**config.mk**
```make
export PLATFORM = sky130hd
export DESIGN_NAME = uart_rx_byte
export DESIGN_NICKNAME = d
export VERILOG_FILES = /design/src/rtl/uart_pkg.sv /design/src/rtl/uart_rx_byte_sync_bit.sv /design/src/rtl/uart_rx_byte.sv
export SDC_FILE = /design/constraint.sdc
export NUM_CORES = 1
export LEC_CHECK = 0
export BUFFER_PORTS_ARGS = -buffer_cell sky130_fd_sc_hd__buf_2
export CAP_MARGIN = 25
export CORE_MARGIN = 2
export CORE_UTILIZATION = 40
export DETAILED_ROUTE_END_ITERATION = 7
export SYNTH_ARGS = -nofsm -noshare
export SYNTH_HDL_FRONTEND = slang
export SYNTH_SLANG_ARGS = --single-unit
export TNS_END_PERCENT = 1
```
**constraint.sdc**
```tcl
create_clock -name clk -period 2.5 [get_ports clk]
set_clock_uncertainty 0.2 [all_clocks]
set_input_delay 0.125 -clock clk [delete_from_list [all_inputs] [get_ports clk]]
set_output_delay 0.125 -clock clk [all_outputs]
set_load 0.005 [all_outputs]
```
**src/rtl/uart_pkg.sv**
```systemverilog
// Shared UART definitions: frame constants and the receiver/transmitter state encoding.
package uart_pkg;

  localparam int DATA_BITS            = 8;
  localparam int DEFAULT_CLKS_PER_BIT = 104;

  typedef enum logic [2:0] {
    IDLE,
    START,
    DATA,
    STOP,
    BREAK
  } uart_state_e;

endpackage

```
**src/rtl/uart_rx_byte_sync_bit.sv**
```systemverilog
// Multi-flop synchronizer for one asynchronous bit, with a selectable reset value.
module sync_bit #(
  parameter int   STAGES      = 2,
  parameter logic RESET_VALUE = 1'b1
) (
  input  logic clk,
  input  logic reset,
  input  logic d,
  output logic q
);

  logic [STAGES-1:0] ff;

  // NOTE: non-blocking assignments make every stage capture its predecessor's old value, forming a real shift chain.
  always_ff @(posedge clk) begin
    if (reset) begin
      ff <= {STAGES{RESET_VALUE}};
    end else begin
      ff <= {ff[STAGES-2:0], d};
    end
  end

  assign q = ff[STAGES-1];

endmodule

```
**src/rtl/uart_rx_byte.sv**
```systemverilog
// 8N1 UART receiver with mid-bit sampling, a one-entry valid/ready holding register,
// and single-cycle framing-error / overrun pulses.
module uart_rx_byte
  import uart_pkg::*;
#(
  parameter int CLKS_PER_BIT = DEFAULT_CLKS_PER_BIT,
  parameter int SYNC_STAGES  = 2
) (
  input  logic       clk,
  input  logic       reset,
  input  logic       uart_rx,
  output logic [7:0] rx_data,
  output logic       rx_valid,
  input  logic       rx_ready,
  output logic       frame_error,
  output logic       overrun,
  output logic       busy
);

  localparam int CNT_W = $clog2(CLKS_PER_BIT);
  localparam int IDX_W = $clog2(DATA_BITS);
  localparam logic [CNT_W-1:0] CNT_HALF = CNT_W'(CLKS_PER_BIT / 2 - 1);
  localparam logic [CNT_W-1:0] CNT_FULL = CNT_W'(CLKS_PER_BIT - 1);
  localparam logic [IDX_W-1:0] IDX_LAST = IDX_W'(DATA_BITS - 1);

  logic                 rx_s;
  uart_state_e          state, state_next;
  logic [CNT_W-1:0]     cnt, cnt_next;
  logic [IDX_W-1:0]     idx, idx_next;
  logic [DATA_BITS-1:0] shift, shift_next;
  logic                 expired;
  logic                 deliver;
  logic                 ferr_set;

  sync_bit #(
    .STAGES      (SYNC_STAGES),
    .RESET_VALUE (1'b1)
  ) u_sync (
    .clk   (clk),
    .reset (reset),
    .d     (uart_rx),
    .q     (rx_s)
  );

  assign expired = (cnt == '0);
  assign busy    = (state != IDLE);

  // NOTE: every output of this block gets a default first, so no path can infer a latch.
  always_comb begin
    state_next = state;
    cnt_next   = cnt;
    idx_next   = idx;
    shift_next = shift;
    deliver    = 1'b0;
    ferr_set   = 1'b0;
    case (state)
      IDLE: begin
        if (!rx_s) begin
          state_next = START;
          cnt_next   = CNT_HALF;
        end
      end
      START: begin
        if (!expired) begin
          cnt_next = cnt - CNT_W'(1);
        end else if (!rx_s) begin
          state_next = DATA;
          idx_next   = '0;
          cnt_next   = CNT_FULL;
        end else begin
          state_next = IDLE;
          cnt_next   = '0;
        end
      end
      DATA: begin
        if (!expired) begin
          cnt_next = cnt - CNT_W'(1);
        end else begin
          shift_next[idx] = rx_s;
          cnt_next        = CNT_FULL;
          if (idx == IDX_LAST) begin
            state_next = STOP;
          end else begin
            idx_next = idx + IDX_W'(1);
          end
        end
      end
      STOP: begin
        if (!expired) begin
          cnt_next = cnt - CNT_W'(1);
        end else begin
          cnt_next = '0;
          if (rx_s) begin
            deliver    = 1'b1;
            state_next = IDLE;
          end else begin
            ferr_set   = 1'b1;
            state_next = BREAK;
          end
        end
      end
      BREAK: begin
        // Wait out a held-low line so a long break reports only one framing error.
        if (rx_s) begin
          state_next = IDLE;
          cnt_next   = '0;
        end
      end
      default: begin
        state_next = IDLE;
        cnt_next   = '0;
      end
    endcase
  end

  always_ff @(posedge clk) begin
    if (reset) begin
      state       <= IDLE;
      cnt         <= '0;
      idx         <= '0;
      rx_data     <= 8'h00;
      rx_valid    <= 1'b0;
      frame_error <= 1'b0;
      overrun     <= 1'b0;
    end else begin
      state       <= state_next;
      cnt         <= cnt_next;
      idx         <= idx_next;
      frame_error <= ferr_set;
      overrun     <= deliver && rx_valid && !rx_ready;
      if (deliver && (!rx_valid || rx_ready)) begin
        rx_data  <= shift;
        rx_valid <= 1'b1;
      end else if (rx_valid && rx_ready) begin
        rx_valid <= 1'b0;
      end
    end
  end

  // NOTE: the shift register is left unreset; all eight bits are rewritten before any delivery.
  always_ff @(posedge clk) begin
    shift <= shift_next;
  end

endmodule

```
# == Yosys cells after proc, flatten, opt, wreduce, memory -nomap -nowiden ==
# Cells that the tools add are included.
# totals
in_bits,4
regBits,34
out_inout_bits,12
elab_cells,76
# op_classes
eq_ne,13
n_lt_le_gt_ge,2
add_sub_neg,2
bitwise,2
mux,30
reduce_logical,18
# ops
operator,count
$mux W7,6
$pmux W7 S5,1
$mux W3,11
$pmux W3 S5,1
$ne A2 B2 Y1 const B,7
$bwmux W8,1
$logic_not A7 Y1,1
$mux W1,7
$sub A7 B1 Y7 const B,1
$eq A3 B2 Y1 const B,2
$eq A3 B3 Y1 const B,2
$pmux W3 S2,1
$reduce_and A6 Y1,1
$logic_and A1 B1 Y1,5
$reduce_and A5 Y1,1
$lt A3 B4 Y1 const B,1
$reduce_and A2 Y1,2
$reduce_bool A2 Y1,2
$add A3 B1 Y3 const B,1
$demux W1 S3,1
$eq A3 B1 Y1 const B,1
$ge A3 B1 Y1 const B,1
$logic_not A3 Y1,1
$reduce_bool A3 Y1,1
other kinds (6),8

# == Longest topological paths before layout ==
# Gate-level depths: netlist of run 1.
# depth
depth_word,5
ltp_mapped,7
ltp_nobuf,6

# == Modules after synthesis ==
# Synthesis of run 1 repeated with hierarchy kept, for this count alone.
# hier_totals
cells_unflattened,175
area_unflattened_um2,1605.3
# modules_own_cells
module,cells_each,area_per_inst_um2,instances
uart_rx_byte,171,1552.7,1
sync_bit,4,52.6,1

# == Worst setup path before layout of run 1 ==
# OpenSTA, ideal clock, no wires.
# synth_timing
path_kind,register to register
start,register cnt[2]
end,"register shift[1], enable pin"
slack_ns,0.387
arrival_ns,1.608
stages_incl_launch_ff,6
n_path_buf,1
setup_time_ns,0.305
required_ns,1.995
path_cell_list,dfxtp_1 > buf_6 > nor4_4 > nand4_2 > or3b_1 > nor3_2
# synth_via
elab_chain_len,2
# synth_rtl
element,line_no,rtl
from (decl),uart_rx_byte.sv:28,"logic [CNT_W-1:0] cnt, cnt_next;"
from (signal assigned),uart_rx_byte.sv:127,cnt <= cnt_next;
$logic_not A7 Y1,uart_rx_byte.sv:45,assign expired = (cnt == '0);
$reduce_and A2 Y1 (no line),n/a,
to (signal assigned),uart_rx_byte.sv:142,shift <= shift_next;
to (decl),uart_rx_byte.sv:30,"logic [DATA_BITS-1:0] shift, shift_next;"
# No other way between the ends.
# A chain may end at the register's enable or synchronous reset.

# == Worst setup path in the final report of run 1 ==
# layout_timing
start,register cnt[0]
end,register state[0]
# layout_via
elab_chain_len,3
word_cells_on_any_way,5
classes_between,3 x eq/ne; 2 x reduce/logical
# layout_rtl
element,line_no,rtl
$logic_not A7 Y1 *,uart_rx_byte.sv:45,
$ne A2 B2 Y1 (no line),n/a,
$reduce_and A6 Y1 (no line) *,n/a,
to (signal assigned),uart_rx_byte.sv:126,state <= state_next;
to (decl),uart_rx_byte.sv:27,"uart_state_e state, state_next;"
# Every way passes the cells marked *; elsewhere a longest branch is shown, timed or not.

==> impl_metrics.ini, run 1 <==
[status]
status = finished, final reports clean

[pwr]
leakagePower_nw = 0.790
seqPwrFrac = 0.487
finalPower_mw = 1.22
swShare = 0.280
intPower_mw = 0.881
power.density_nw_per_um2 = 645
pwr-share-comb = 0.169
vdd_drop_max_mv = 0.323
net-switching-power_mw = 0.342
p_clk_frac = 0.344

[sta]
hold_viol_final = 0
rsz0062_at_grt = false
post-route-period-util = 0.911
fin_crit_ns = 2.28
relSlewSlack = 0.682
setup_viol = 0
fmax_mhz = 439
fin_setup_tns_ns = 0
slew_viol_final = 0
worst_pin_slew_ns = 0.471

[floorplanning]
start_util = 0.414
ios = 16
dieWidth_um = 68.4
die_area_um2 = 4670
core_area_um2 = 4000
num_rows = 23
die_height_um = 68.4

[clock_tree]
cts_buffers = 5
clockBufferDepth = 2
clock-sinks = 34
clk_pin_slew_ns = 0.08
cts_tree = built
clock_latency_ns = 0.28
post_cts_buffers = 0
htreeDepth = 2
cts-root-buf = clkbuf_8
cts_resized = 0

[route]
viasPerCell = 5.37
drt_iter0_drc = 95
wire_per_inst_um = 13.6
ant_nets = 0
drc = 0
first_pass_iters = 4
wl_um = 3320
vias = 1305

[yosys]
synthTopCellsByCount = dfxtp_1 (26), nor2_1 (22), mux2i_1 (10), nand2_1 (10), nor3_1 (9)
ys_ff_latch = 34
ys_types = 46
synth_top_area_frac = 0.314
synthArstFlopShare = 0
synthTopCellsByArea = dfxtp_1 (31%), edfxtp_1 (15%), mux2i_1 (6.0%)
yosysMostFrequentCell = dfxtp_1
yosysWarnings = 0
synth_ff_type = dfxtp_1
synth-seq-area-share = 0.459
synth_top_area_cell = dfxtp_1
synthesis.area_um2 = 1660
avgSynthCellArea_um2 = 9.69
syn-num-nets = 179
postSynthCellCount = 171
synth-edff-count = 8

[min_path]
holdPathEnd = cnt[4]
hold_path.class = in2reg
hp-start = reset
whs_path_depth = 2

[setup_path]
slowest_delay_ns = 0.39
ff2ff_path_depth = 6
cp-start-kind = flip-flop
crit_arrival_ns = 2.27
critical_path.top_delay_family = simple AND/OR/NAND/NOR gates
critPathCaptureType = flip-flop
path_class = reg2reg
required_ns = 2.49
worstPathMaxFanout = 8
path_cells = inv_1, ha_1, nor2b_1, and2_1, a311oi_1, a2111oi_2
worst-path-buf-inv = 1
rrSetupSlack_ns = 0.22
cp_slowest_cell = nor2b_1
crit-reg2reg-launch = cnt[0]
r2r-end = state[0]

[final_layout]
finalInstanceArea_um2 = 1900
syn_to_final_growth_pct = 14.5
antenna_cells = 0
nNetsFinal = 200
drive_gt1_frac = 0.207
n_fill_cell = 375

[global_route]
grt-ovfl-total = 0
grt_pass1_wl_um = 5640
grt_start_max_net_pins = 24
grt_pass1_vias = 1191
grt_use_total = 0.164
antenna_found_initial = 0

[placed_design]
finalWeightedCongestion = 0.874
dp_hpwl_um = 2290
placement.io_buffers = 15
dpl-instance-area_um2 = 1780

[run]
drv_cap = 0
[power groups by stage]
stage | clock network (mW) | registers, mW | logic, mW
after floorplan | 0 | 0.602 | 0.168
after global placement | 0 | 0.607 | 0.199
after detailed placement | 0 | 0.608 | 0.199
after CTS | 0.435 | 0.595 | 0.203
after global routing | 0.461 | 0.597 | 0.228
final | 0.421 | 0.596 | 0.206
[layout make-up]
cell class / count / area (µm²) / area share
multi-input cells: 123 / 820 / 0.432
flip-flops and latches: 34 / 761 / 0.401
repair buffers: 23 / 140 / 0.0739
clock buffers: 6 / 82.6 / 0.0435
well taps: 50 / 62.6 / 0.0330
inverters: 5 / 18.8 / 0.00989
clock inverters: 2 / 12.5 / 0.00660
[what timing repair did]
action	CTS	global route
endpoints found under the setup margin	0	0
endpoints found under the hold margin	3	0
hold buffers	2	0
[layer usage]
metal,GRT usage,part of all wire
met4,0.0625,0.0075
met3,0.0461,0.049
met5,0,0
met2,0.266,0.47
met1,0.205,0.47
[logic make-up (layout without fill, tap and decap cells)]
kind of cell,Yosys count,in the layout,synth area share
xor+xnor,3,3,0.0159
buf+inv,14,36,0.0461
flops,34,34,0.459
simple gates,72,72,0.240
compound gates,33,33,0.142
mux,10,10,0.0604
fa+ha+maj,5,5,0.0363
[worst max path at each step]
stage	end	cells past startpoint	slack (ns)	startpoint
6_report	state[0]	6	0.22	cnt[0]
3_5_place_dp	state[0]	6	0.29	cnt[0]
5_1_grt	state[0]	6	0.05	cnt[0]
3_3_place_gp	state[0]	6	0.36	cnt[0]
4_1_cts	state[0]	6	0.26	cnt[0]
2_1_floorplan	shift[1]	5	0.39	cnt[2]
[flip-flops by register name, summed over array words and instances (netlist names)]
register	count
state	3
rx_data	8
overrun	1
u_sync.ff	2
idx	3
shift	8
cnt	7
rx_valid	1
frame_error	1
[stage by stage]
step                      instances  worst slack (ns)  hold WS (ns)  utilization
after floorplan                 171             0.387      0.000999            -
after global placement          233             0.360         0.111        0.445
after detailed placement        233             0.292         0.112        0.445
after CTS                       243             0.262        0.0652        0.474
after global routing            243            0.0523        0.0860        0.474
final                           243             0.223        0.0702        0.474
[cells in the final DEF (no fill, tap or decap), types with 2 or more instances in the layout]
cell	count
nand4_2	2
o21a_1	2
o21ai_0	6
xor2_1	3
nor3_1	9
inv_1	5
nor3b_1	3
buf_4	6
nand4_1	3
nand3_1	5
dfxtp_1	26
a211oi_1	4
clkbuf_8	6
a31oi_1	3
or2_2	4
a21oi_1	6
ha_1	4
edfxtp_1	8
nand2b_1	4
nor2_1	22
mux2i_1	10
buf_2	15
nand2_1	10
dlygate4sd3_1	2
(Power assumes the default switching activity.)
==> run 2: changes to the inputs <==
--- a/config.mk
+++ b/config.mk
@@ -7,6 +7,7 @@
 export LEC_CHECK = 0
 export BUFFER_PORTS_ARGS = -buffer_cell sky130_fd_sc_hd__buf_2
 export CAP_MARGIN = 25
+export CORE_ASPECT_RATIO = 0.9
 export CORE_MARGIN = 2
 export CORE_UTILIZATION = 40
 export DETAILED_ROUTE_END_ITERATION = 7
==> run 2 against run 1 <==
  * Critical path depth unchanged
  * Register-to-register slack improved by 0.14 ns
  * Sequential share of layout area barely moved
  * Non-clock buffer count is 1 higher
  * Flip-flop and latch count is the same
  * Largest power group unchanged
==> impl_metrics.ini, run 2 (synthesis results as in run 1) <==
[clock_tree]
cts_resized = 0
clock-sinks = 34
hold_buffers = 2
clk_pin_slew_ns = 0.07
clockBufferDepth = 2
cts_tree = built
clock_latency_ns = 0.28
cts_buffers = 5
htreeDepth = 2
post_cts_buffers = 0
cts-root-buf = clkbuf_8

[floorplanning]
ios = 16
start_util = 0.412
die_height_um = 65.1
die_area_um2 = 4670
core_area_um2 = 4020
dieWidth_um = 71.8
num_rows = 22

[final_layout]
mostFrequentLayoutCell = dfxtp_1
syn_to_final_growth_pct = 14.6
drive_gt1_frac = 0.206
final_cell_mix = dfxtp_1 (26), nor2_1 (22), buf_2 (15), nand2_1 (10), mux2i_1 (10)
finalInstanceArea_um2 = 1900
antenna_cells = 0
reg_top3 = rx_data x8, shift x8, cnt x7
nNetsFinal = 201

[route]
vias = 1365
first_pass_iters = 4
wl_um = 3660
viasPerCell = 5.64
ant_nets = 0
wire_per_inst_um = 15.1
drt_iter0_drc = 79
drc = 0

[placed_design]
dp_hpwl_um = 2620
placement.io_buffers = 15
finalWeightedCongestion = 0.863
dpl-instance-area_um2 = 1790

[global_route]
grt-ovfl-total = 0
grt_use_total = 0.172
grt_pass1_vias = 1275
antenna_found_initial = 0
grt_pass1_wl_um = 6140
grt_start_max_net_pins = 24

[setup_path]
required_ns = 2.49
ff2ff_path_depth = 6
cp-start-kind = flip-flop
crit_arrival_ns = 2.13
critPathCaptureType = flip-flop
cp-startpoint = cnt[0]
path_class = reg2reg
worstPathMaxFanout = 8
crit-reg2reg-launch = cnt[0]

[sta]
fin_crit_ns = 2.14
holdWs_ns = 0.0666
post-route-period-util = 0.857
rsz0062_at_grt = false
fmax_mhz = 467
hold_viol_final = 0
relSlewSlack = 0.627
worst_pin_slew_ns = 0.559
slew_viol_final = 0
fin_setup_tns_ns = 0
setup_viol = 0

[pwr]
seqPwrFrac = 0.492
vdd_drop_max_mv = 0.350
leakagePower_nw = 0.795
pwr-share-comb = 0.170
power.density_nw_per_um2 = 642
intPower_mw = 0.886
net-switching-power_mw = 0.333
finalPower_mw = 1.22
swShare = 0.273
p_clk_frac = 0.338

[run]
drv_cap = 0

[min_path]
hp-start = reset
hold_path.class = in2reg
whs_path_depth = 2

[status]
status = finished, final reports clean
[run 2: power by group through the flow]
stage	Clock, mW	Sequential [mW]	Combinational [mW]
floorplan	0	0.602	0.168
global route	0.441	0.602	0.231
global placement	0	0.612	0.201
detailed placement	0	0.611	0.203
finish	0.413	0.600	0.207
CTS	0.424	0.599	0.206
[run 2: final timing paths]
kind	slack (ns)	to
max reg2reg	0.36	state[0]
min reg2reg	0.23	u_sync.ff[1]
min	0.07	cnt[4]
max	0.36	state[0]
[run 2: critical path, stage by stage (launching register included)]
cell	delay, ns
dfxtp_1	0.35
inv_1	0.13
ha_1	0.26
nor2b_1	0.22
and2_1	0.37
a311oi_1	0.17
a2111oi_2	0.33
[run 2: cell type report]
| type | instances | area, µm² |
|---|---|---|
| fillers | 402 | 2120 |
| multi-input cells | 123 | 820 |
| flip-flops and latches | 34 | 761 |
| repair buffers | 24 | 148 |
| clock buffers | 7 | 86.3 |
| well taps | 48 | 60.1 |
| inverters | 5 | 18.8 |
| clock inverters | 1 | 5.00 |
[run 2: through the flow]
| stage | worst slack, ns | utilization | cells |
|---|---|---|---|
| detailed placement | 0.406 | 0.445 | 232 |
| floorplan | 0.387 | - | 171 |
| finish | 0.358 | 0.472 | 242 |
| global placement | 0.408 | 0.445 | 232 |
| global route | 0.204 | 0.472 | 242 |
| CTS | 0.383 | 0.472 | 242 |
[run 2: layer usage]
metal  share of wire  vias up  global-route usage
met1            0.48      663               0.232
li1                -      662                   -
met5               0        -                   0
met3           0.039        7              0.0420
met4           0.014        0              0.0637
met2            0.47       33               0.267
